[config.mk]
export PLATFORM = sky130hd
export DESIGN_NAME = l1_refill_biu
export DESIGN_NICKNAME = d
export VERILOG_FILES = /design/src/rtl/l1_biu_pkg.sv /design/src/rtl/l1_biu_watchdog.sv /design/src/rtl/l1_refill_biu.sv
export SDC_FILE = /design/constraint.sdc
export NUM_CORES = 1
export LEC_CHECK = 0
export CAP_MARGIN = 20
export CORE_ASPECT_RATIO = 1.1
export CORE_MARGIN = 1
export CORE_UTILIZATION = 42
export DETAILED_ROUTE_END_ITERATION = 6
export GPL_TIMING_DRIVEN = 0
export PLACE_DENSITY = 0.85
export SYNTH_ARGS = -nofsm -noshare
export SYNTH_HDL_FRONTEND = slang
export SYNTH_HIERARCHICAL = 1
export SYNTH_SLANG_ARGS = --single-unit
[constraint.sdc]
create_clock -name clk -period 2 [get_ports clk]
set_clock_uncertainty 0.1 [all_clocks]
set_input_delay 0.4 -clock clk [delete_from_list [all_inputs] [get_ports clk]]
set_output_delay 0.4 -clock clk [all_outputs]
set_load 0.03 [all_outputs]
[src/rtl/l1_biu_pkg.sv]
// Shared L1 BIU definitions: line geometry and FSM state encoding, also used by the L1 cache.
package l1_biu_pkg;
    localparam int L1_LINE_WID   = 8;
    localparam int L1_LINE_BYTES = 1 << L1_LINE_WID;

    typedef enum logic [2:0] {
        ST_IDLE = 3'd0,
        ST_LINE = 3'd1,
        ST_SRD  = 3'd2,
        ST_SWR  = 3'd3,
        ST_DONE = 3'd4,
        ST_ERR  = 3'd5
    } biu_state_t;
endpackage

[src/rtl/l1_biu_watchdog.sv]
// Per-beat watchdog: counts cycles a bus request waits without ack/err and flags a timeout.
module l1_biu_watchdog #(
    parameter int TIMEOUT_CYC = 255,
    parameter int CNT_W       = $clog2(TIMEOUT_CYC + 1)
) (
    input  logic clk,
    input  logic rst,
    input  logic active,
    input  logic clear,
    output logic timeout
);
    localparam logic [CNT_W-1:0] LIMIT = CNT_W'(TIMEOUT_CYC - 1);

    logic [CNT_W-1:0] cnt;

    // Fires on the TIMEOUT_CYC-th consecutive waiting cycle.
    assign timeout = active && !clear && (cnt == LIMIT);

    always_ff @(posedge clk) begin
        if (rst || clear || !active) begin
            cnt <= '0;
        end else if (!timeout) begin
            cnt <= cnt + 1'b1;
        end
    end
endmodule

[src/rtl/l1_refill_biu.sv]
// L1 I-cache refill / uncached bus-interface engine on a byte-wide request/ack bus.
// Optional per-beat bus watchdog enabled by defining L1_BIU_TIMEOUT_EN.
module l1_refill_biu
    import l1_biu_pkg::*;
#(
    parameter int ADDR_WIDTH  = 24,
    parameter int LINE_WID    = L1_LINE_WID,
    parameter int TIMEOUT_CYC = 255
) (
    input  logic                  clk,
    input  logic                  rst,
    input  logic                  read_line_req,
    input  logic                  read_req,
    input  logic                  write_through_req,
    input  logic [ADDR_WIDTH-1:0] pa,
    input  logic [7:0]            wt_data,
    output logic [7:0]            line_data,
    output logic [LINE_WID-1:0]   addr_count,
    output logic                  line_write,
    output logic                  cache_entry_refill,
    output logic                  trans_rdy,
    output logic                  bus_error,
    output logic                  bus_req,
    output logic                  bus_we,
    output logic [ADDR_WIDTH-1:0] bus_addr,
    output logic [7:0]            bus_wdata,
    input  logic [7:0]            bus_rdata,
    input  logic                  bus_ack,
    input  logic                  bus_err,
    output logic [2:0]            state_dbg
);
    // Bus handshake: bus_req holds high (with stable bus_addr/bus_we/bus_wdata) until a
    // one-cycle bus_ack or bus_err completes the beat; bus_err wins when both are high.
    biu_state_t                     state;
    logic [LINE_WID-1:0]            count;
    logic [LINE_WID-1:0]            count_next;
    logic [ADDR_WIDTH-LINE_WID-1:0] base;
    logic                           timeout;
    logic                           beat_fail;
    logic                           last_beat;

    assign count_next = count + 1'b1;
    assign beat_fail  = bus_err || timeout;
    assign last_beat  = (count == {LINE_WID{1'b1}});
    assign state_dbg  = state;

`ifdef L1_BIU_TIMEOUT_EN
    l1_biu_watchdog #(
        .TIMEOUT_CYC(TIMEOUT_CYC)
    ) u_watchdog (
        .clk     (clk),
        .rst     (rst),
        .active  (bus_req),
        .clear   (bus_ack || bus_err),
        .timeout (timeout)
    );
`else
    logic unused_timeout_cfg;
    assign unused_timeout_cfg = (TIMEOUT_CYC != 0);
    assign timeout = 1'b0;
`endif

    always_ff @(posedge clk) begin
        if (rst) begin
            state              <= ST_IDLE;
            count              <= '0;
            base               <= '0;
            line_data          <= '0;
            addr_count         <= '0;
            line_write         <= 1'b0;
            cache_entry_refill <= 1'b0;
            trans_rdy          <= 1'b0;
            bus_error          <= 1'b0;
            bus_req            <= 1'b0;
            bus_we             <= 1'b0;
            bus_addr           <= '0;
            bus_wdata          <= '0;
        end else begin
            line_write         <= 1'b0;
            cache_entry_refill <= 1'b0;
            trans_rdy          <= 1'b0;
            bus_error          <= 1'b0;
            case (state)
                ST_IDLE: begin
                    count <= '0;
                    if (read_line_req) begin
                        state    <= ST_LINE;
                        base     <= pa[ADDR_WIDTH-1:LINE_WID];
                        bus_req  <= 1'b1;
                        bus_we   <= 1'b0;
                        bus_addr <= {pa[ADDR_WIDTH-1:LINE_WID], {LINE_WID{1'b0}}};
                    end else if (read_req) begin
                        state    <= ST_SRD;
                        bus_req  <= 1'b1;
                        bus_we   <= 1'b0;
                        bus_addr <= pa;
                    end else if (write_through_req) begin
                        state     <= ST_SWR;
                        bus_req   <= 1'b1;
                        bus_we    <= 1'b1;
                        bus_addr  <= pa;
                        bus_wdata <= wt_data;
                    end
                end
                ST_LINE: begin
                    if (beat_fail) begin
                        state     <= ST_ERR;
                        bus_req   <= 1'b0;
                        bus_error <= 1'b1;
                    end else if (bus_ack) begin
                        line_write <= 1'b1;
                        line_data  <= bus_rdata;
                        addr_count <= count;
                        count      <= count_next;
                        bus_addr   <= {base, count_next};
                        // The final byte write coincides with the tag update strobe.
                        if (last_beat) begin
                            state              <= ST_DONE;
                            bus_req            <= 1'b0;
                            cache_entry_refill <= 1'b1;
                            trans_rdy          <= 1'b1;
                        end
                    end
                end
                ST_SRD: begin
                    if (beat_fail) begin
                        state     <= ST_ERR;
                        bus_req   <= 1'b0;
                        bus_error <= 1'b1;
                    end else if (bus_ack) begin
                        state     <= ST_DONE;
                        bus_req   <= 1'b0;
                        line_data <= bus_rdata;
                        trans_rdy <= 1'b1;
                    end
                end
                ST_SWR: begin
                    if (beat_fail) begin
                        state     <= ST_ERR;
                        bus_req   <= 1'b0;
                        bus_we    <= 1'b0;
                        bus_error <= 1'b1;
                    end else if (bus_ack) begin
                        state     <= ST_DONE;
                        bus_req   <= 1'b0;
                        bus_we    <= 1'b0;
                        trans_rdy <= 1'b1;
                    end
                end
                ST_DONE: state <= ST_IDLE;
                ST_ERR:  state <= ST_IDLE;
                default: state <= ST_IDLE;
            endcase
        end
    end
endmodule
==> results.py, run 1 <==
metrics = {
    "synthesis": {
        "synth-seq-cells": 81,
        "syn_area_um2": 3410,
        "synth_top_family_by_area": "simple AND/OR/NAND/NOR gates",
        "synth_fa_ha_area_share_pct": 0.367,
        "yosys.area_share.simple_pct": 21.5,
        "synth_top_area_share_pct": 47.6,
        "syn_avg_cell_area_um2": 8.49,
        "netlist_top_cells_count": "nand2_1 (86), dfxtp_1 (81), a21oi_1 (61)",
        "netlist_instances": 401,
        "ys_types": 42,
        "synth_edf_count": 0,
        "ys_warn_count": 6,
        "async_reset_ff_share_pct": 0,
        "synth_fp_nets": 449,
        "synth_compound_area_share_pct": 20.2,
        "yosysTopAreaCell": "dfxtp_1",
        "yosysMostFrequentCell": "nand2_1",
        "synthMuxAreaShare_pct": 5.00,
        "synth_xor_area_share_pct": 1.03,
        "seq_area_frac_synth_pct": 47.6,
        "synthFlopType": "dfxtp_1",
        "ys_top_cells_by_area": "dfxtp_1 (48%), nand2_1 (9.5%), a21oi_1 (9.0%)",
    },
    "sta": {
        "rsz0062_at_grt": "yes",
        "slew_violations": 0,
        "finalSetupViolCount": 0,
        "hold_violations": 0,
        "period_needed_ns": 1.98,
        "max_slew.worst_pin.slew_ns": 0.679,
        "maxSlewHeadroom_pct": 54.7,
        "timing.final.crit_share_pct": 99.1,
        "fmax_ghz": 0.504,
    },
    "critical_path": {
        "max_stage_delay_ns": 0.55,
        "critPathArrivalTime_ns": 2.14,
        "timing.rr.start": "state_dbg[2]",
        "worst_r2r_path_depth": 6,
        "worstSetupStartpoint": "state_dbg[2]",
        "critPathMaxFanout": 4,
        "cp.required_ns": 2.16,
        "cp_cell_sequence": "or4_4, buf_4, nor3_4, nor2_4, buf_4, a311oi_1",
        "start_kind": "register",
        "path_class": "register to register",
        "critPathMostFrequentCell": "buf_4",
        "rrSetupSlack_ns": 0.02,
        "cp-end-kind": "register",
        "cp_slowest_cell": "or4_4",
    },
    "outcome": {
        "status": "finished, final reports clean",
    },
    "global_route": {
        "grt.overflow.total": 0,
        "antenna_found_initial": 0,
        "first_global_vias": 3363,
        "grt_pass1_wl_um": 16000,
        "track_usage_pct": 24.6,
        "grt_max_degree": 16,
    },
    "cts": {
        "cts_sinks": 81,
        "clkTransAtPathRegs_ns": 0.08,
        "root_buffer": "clkbuf_8",
        "insertion_delay_ns": 0.35,
        "clk_path_buf_depth": 2,
        "cts_buffers": 9,
        "tritoncts": "yes",
        "cts_max_level": 3,
    },
    "finish": {
        "fin_area_um2": 5230,
        "final_nets": 572,
        "drive_above_1_share_pct": 18.3,
        "syn_to_final_growth_pct": 53.5,
        "n_antenna_cell": 0,
    },
    "die": {
        "die-height_um": 96.4,
        "coreArea_um2": 7870,
        "ios": 104,
        "num_rows": 34,
        "die_w_um": 87.9,
        "die_area_um2": 8470,
        "start_util_pct": 43.3,
    },
    "power": {
        "cellLeakagePower_nw": 1.96,
        "power_mw": 6.53,
        "ir_worst_vdd_v": 0.000642,
        "power_density_nw_per_um2": 1250,
    },
    "worst_hold_path": {
        "hold_depth": 2,
        "hold_class": "register to register",
        "min_from": "base[8]",
    },
    "place": {
        "place_area_um2": 4570,
        "dp_hpwl_um": 6870,
        "io_buffers": 103,
        "gp_congestion": 0.886,
    },
    "detailed_routing": {
        "vias": 3509,
        "drtIter0Drc": 218,
        "wl_per_cell_um": 16.4,
        "firstDrtPassIters": 6,
        "wirelength_um": 10400,
        "routed_via_density": 5.51,
        "remaining_drc_errors": 0,
        "detail-route-antenna-nets": 0,
    },
    "flow_run": {
        "cap_violations": 0,
    },
}
==> critical path, delay by kind of cell, from the launching register on <==
family	cells	cell delay [ns]
buf+inv	2	0.31
simple gates	3	0.93
compound gates	1	0.21
flops	1	0.35
==> what timing repair did <==
item,in CTS,in global routing
hold endpoints to repair,0,0
buffers inserted,6,4
pin swaps,4,4
resized for setup,34,54
cloned,1,1
hold buffers,0,0
endpoints found under the setup margin,43,59
==> sequential cells by signal, indices dropped and copies added, names as in the netlist <==
register,count
line_write,1
count,8
cache_entry_refill,1
bus_wdata,8
bus_req,1
bus_we,1
bus_addr,24
base,16
line_data,8
bus_error,1
trans_rdy,1
addr_count,8
state_dbg,3
==> final timing paths <==
kind,end
max,bus_addr[17]
min,base[8]
max reg2reg,bus_addr[17]
min reg2reg,base[8]
==> per-layer routing <==
metal	track usage, %	vias up	part of all wire (%)
li1	-	1668	-
met1	31.4	1666	41
met2	41.5	155	50
met3	4.84	20	6.4
met4	8.20	0	1.7
met5	0	-	0
==> cells by family (layout without fill, tap and decap cells) <==
kind of cell,count (synthesis),in the layout
buffers and inverters,34,162
adders and majority gates,1,1
DFF,81,81
xor gates and xnor gates,4,4
and+or+nand+nor,156,156
muxes,17,17
AOI/OAI and AO/OA,108,108
==> layout by cell type (no fill, tap or decap), types with 2 or more instances in the layout <==
cell / synthesis / routed
bufinv_16: 0 / 2
dfxtp_1: 81 / 78
buf_2: 10 / 5
clkbuf_1: 23 / 14
dlygate4sd2_1: 0 / 2
a21oi_2: 1 / 16
mux2i_1: 17 / 17
a211oi_1: 9 / 6
nand2b_1: 3 / 2
nand2_1: 86 / 86
nand4_1: 2 / 2
and2_1: 3 / 3
dfxtp_2: 0 / 2
buf_4: 0 / 10
or3_1: 4 / 3
a211oi_2: 2 / 4
clkdlybuf4s50_1: 0 / 100
nand3b_1: 3 / 3
clkinvlp_4: 0 / 2
clkbuf_2: 0 / 5
inv_6: 0 / 2
nor2_1: 30 / 29
nor4b_1: 2 / 2
buf_8: 0 / 4
buf_6: 1 / 2
o21ai_0: 2 / 2
clkbuf_8: 0 / 9
o21ai_1: 5 / 5
nor3_1: 5 / 4
xnor2_1: 3 / 3
a311oi_2: 0 / 10
nor3b_1: 6 / 6
a21oi_4: 0 / 4
a21oi_1: 61 / 42
o211a_1: 3 / 3
a311oi_1: 18 / 8
==> final cells by class <==
cell class	count	area [um2]
repair buffers	115	1160
clock buffers	9	124
plain buffers	31	189
multi-input cells	286	1890
flip-flops and latches	81	1630
well taps	108	135
clock inverters	7	101
fillers	611	2640
==> metrics by stage <==
step	setup WS [ns]	utilization [%]	setup TNS, ns	cells	hold slack [ns]
after floorplan	0.000761	-	0	401	0.337
after global routing	-0.0542	66.4	-0.459	637	0.336
after CTS	-0.0395	63.3	-0.0395	634	0.360
after detailed placement	-0.898	58.1	-35.23	612	0.347
final	0.0175	66.4	0	637	0.361
after global placement	-0.820	58.1	-33.04	612	0.342
==> power by group <==
| group | switching [mW] | total [mW] | leakage (nW) | internal (mW) |
|---|---|---|---|---|
| clock network | 0.641 | 1.35 | 0.106 | 0.714 |
| registers | 0.223 | 2.14 | 0.663 | 1.92 |
| logic | 1.72 | 3.03 | 1.19 | 1.31 |
Power figures use the tool's default switching activity.
==> inputs of run 2 (changes only) <==
--- a/config.mk
+++ b/config.mk
@@ -11,6 +11,7 @@
 export CORE_UTILIZATION = 42
 export DETAILED_ROUTE_END_ITERATION = 6
 export GPL_TIMING_DRIVEN = 0
+export HOLD_SLACK_MARGIN = 0.03
 export PLACE_DENSITY = 0.85
 export SYNTH_ARGS = -nofsm -noshare
 export SYNTH_HDL_FRONTEND = slang
==> results of run 2 <==
No change in the layout: final DEF, timing and power equal those of run 1.
==> inputs of run 3 (changes only) <==
--- a/config.mk
+++ b/config.mk
@@ -12,6 +12,7 @@
 export DETAILED_ROUTE_END_ITERATION = 6
 export GPL_TIMING_DRIVEN = 0
 export HOLD_SLACK_MARGIN = 0.03
+export MAX_ROUTING_LAYER = met4
 export PLACE_DENSITY = 0.85
 export SYNTH_ARGS = -nofsm -noshare
 export SYNTH_HDL_FRONTEND = slang
==> run 3 against run 2 <==
- sequential cell count unchanged
- final area decreased by 5.5%
- hold slack lost 0.0041 ns
- first-iteration DRC count is 6.9% higher
- utilization shrank 3.7 points
- combinational power down 11%
- clock power decreased by 18%
- count of clock-buffer cells in the layout rose by 4
- sequential power is essentially flat
- wire length fell by 4.7%
- critical path type unchanged
- largest power group unchanged
==> results.py, run 3 (same netlist as run 1, synthesis figures left out) <==
metrics = {
    "global_route": {
        "grt.overflow.total": 0,
        "grt_max_degree": 14,
        "track_usage_pct": 24.8,
        "grt_pass1_wl_um": 15600,
        "first_global_vias": 3267,
        "antenna_found_initial": 0,
    },
    "critical_path": {
        "cp-end-kind": "register",
        "worst_r2r_path_depth": 5,
        "cp.required_ns": 2.10,
        "critPathArrivalTime_ns": 2.07,
        "critPathBufInv": 1,
        "cp_slowest_cell": "or4_4",
        "cp_cell_sequence": "or4_4, or3_4, buf_6, a21oi_2, a311oi_1",
        "critPathMaxFanout": 6,
        "timing.rr.start": "state_dbg[2]",
        "path_class": "register to register",
        "max_stage_delay_ns": 0.55,
        "rrSetupSlack_ns": 0.03,
        "start_kind": "register",
        "timing.rr.end": "bus_addr[16]",
        "crit_family": "simple AND/OR/NAND/NOR gates",
    },
    "sta": {
        "rsz0062_at_grt": "yes",
        "finalSetupViolCount": 0,
        "slew_violations": 0,
        "timing.final.crit_share_pct": 98.6,
        "maxSlewHeadroom_pct": 58.4,
        "max_slew.worst_pin.slew_ns": 0.625,
        "finalWorstSetupSlack_ns": 0.0275,
        "fmax_ghz": 0.507,
        "hold_violations": 0,
        "period_needed_ns": 1.97,
        "holdWs_ns": 0.357,
        "setup_tns_ns": 0,
    },
    "detailed_routing": {
        "vias": 3405,
        "drtIter0Drc": 233,
        "detail-route-antenna-nets": 0,
        "firstDrtPassIters": 5,
        "wirelength_um": 9960,
        "routed_via_density": 5.37,
        "wl_per_cell_um": 15.7,
        "remaining_drc_errors": 0,
    },
    "finish": {
        "largest_reg_flops": 24,
        "reg_top3": "bus_addr: 24 flops, base: 16 flops",
        "drive_above_1_share_pct": 13.3,
        "final_cell_mix": "clkdlybuf4s50_1 (99), nand2_1 (86), dfxtp_1 (77)",
        "final_nets": 569,
        "n_antenna_cell": 0,
        "final_common_cell": "clkdlybuf4s50_1",
        "fillers": 659,
        "largest-register": "bus_addr",
        "syn_to_final_growth_pct": 45.0,
    },
    "worst_hold_path": {
        "holdPathEnd": "base[13]",
        "min_from": "base[13]",
        "hold_depth": 2,
        "hold_class": "register to register",
    },
    "power": {
        "switching_power_mw": 2.36,
        "ir_worst_vdd_v": 0.000520,
        "seq_power_share_pct": 35.7,
        "p_comb_share_pct": 45.5,
        "power_density_nw_per_um2": 1200,
        "cellLeakagePower_nw": 1.88,
        "p_int_mw": 3.57,
        "p_sw_share_pct": 39.8,
        "power_frac_clock_pct": 18.7,
    },
    "place": {
        "dp_hpwl_um": 7030,
        "io_buffers": 103,
        "gp_congestion": 0.888,
        "dp_slack_ns": -0.872,
    },
    "outcome": {
        "status": "finished, final reports clean",
    },
    "die": {
        "coreArea_um2": 7870,
        "die-height_um": 96.4,
        "ios": 104,
        "die_w_um": 87.9,
        "start_util_pct": 43.3,
        "die_area_um2": 8470,
        "num_rows": 34,
    },
    "cts": {
        "cts_max_level": 3,
        "cts_buffers": 9,
        "insertion_delay_ns": 0.35,
        "clk_path_buf_depth": 2,
        "clkTransAtPathRegs_ns": 0.08,
        "root_buffer": "clkbuf_8",
        "cts_sinks": 81,
        "tritoncts": "yes",
    },
    "flow_run": {
        "cap_violations": 0,
    },
}
run 3: changes by cell type in the layout (fill, tap and decap cells not counted), sizes merged:
cell,before,now
buf,22,18
bufinv,2,0
clkbuf,30,36
clkdlybuf4s50,100,99
clkinv,1,0
inv,2,1
run 3: through the flow:
| stage | cell area (um2) | power, mW | cells | util, % |
|---|---|---|---|---|
| 2_1_floorplan | 3410 | 3.66 | 401 | - |
| 3_3_place_gp | 4570 | 4.51 | 612 | 58.1 |
| 3_5_place_dp | 4570 | 4.59 | 612 | 58.1 |
| 4_1_cts | 4880 | 5.84 | 634 | 62.0 |
| 5_1_grt | 4940 | 6.24 | 634 | 62.8 |
| 6_report | 4940 | 5.93 | 634 | 62.8 |
run 3: worst reg2reg max path, stage by stage (launching register included):
cell      delay (ns)
dfxtp_4         0.36
or4_4           0.55
or3_4           0.42
buf_6           0.16
a21oi_2         0.15
a311oi_1        0.07
run 3: layout make-up:
| type | count | area, um2 | share of cell area, % |
|---|---|---|---|
| Clock inverter | 3 | 23.8 | 0.481 |
| Tap cell | 108 | 135 | 2.74 |
| Buffer | 32 | 170 | 3.44 |
| Clock buffer | 13 | 159 | 3.22 |
| Sequential cell | 81 | 1630 | 33.0 |
| Timing Repair Buffer | 111 | 1090 | 22.1 |
| Multi-Input combinational cell | 286 | 1730 | 35.0 |
run 3: what timing repair did:
action                     4_1_cts  5_1_grt
pin swaps                        1        2
setup endpoints to repair       43       41
hold buffers                     0        0
setup buffers                    7        1
hold endpoints to repair         0        0
gates resized for setup         27       25
run 3: worst max-delay path by stage:
stage / endpoint / cells after the start / start
2_1_floorplan: bus_addr[12] / 6 / state_dbg[1]
3_3_place_gp: bus_addr[14] / 6 / bus_err
3_5_place_dp: bus_addr[15] / 6 / bus_err
4_1_cts: bus_addr[1] / 5 / state_dbg[2]
5_1_grt: base[9] / 6 / state_dbg[2]
6_report: bus_addr[16] / 5 / state_dbg[2]
run 3: routing by layer:
layer / GRT usage [%] / up-vias / routed length (um)
li1: - / 1651 / -
met1: 30.3 / 1624 / 4230
met2: 41.0 / 117 / 5090
met3: 5.10 / 13 / 519
met4: 8.06 / 0 / 109
met5: - / - / 0
run 3: power groups by stage:
stage | Sequential (mW) | Clock (mW) | Combinational, mW
finish | 2.12 | 1.11 | 2.70
global route | 2.15 | 1.20 | 2.89
CTS | 2.11 | 1.12 | 2.61
detailed placement | 2.14 | 0 | 2.45
global placement | 2.13 | 0 | 2.39
floorplan | 2.59 | 0 | 1.07
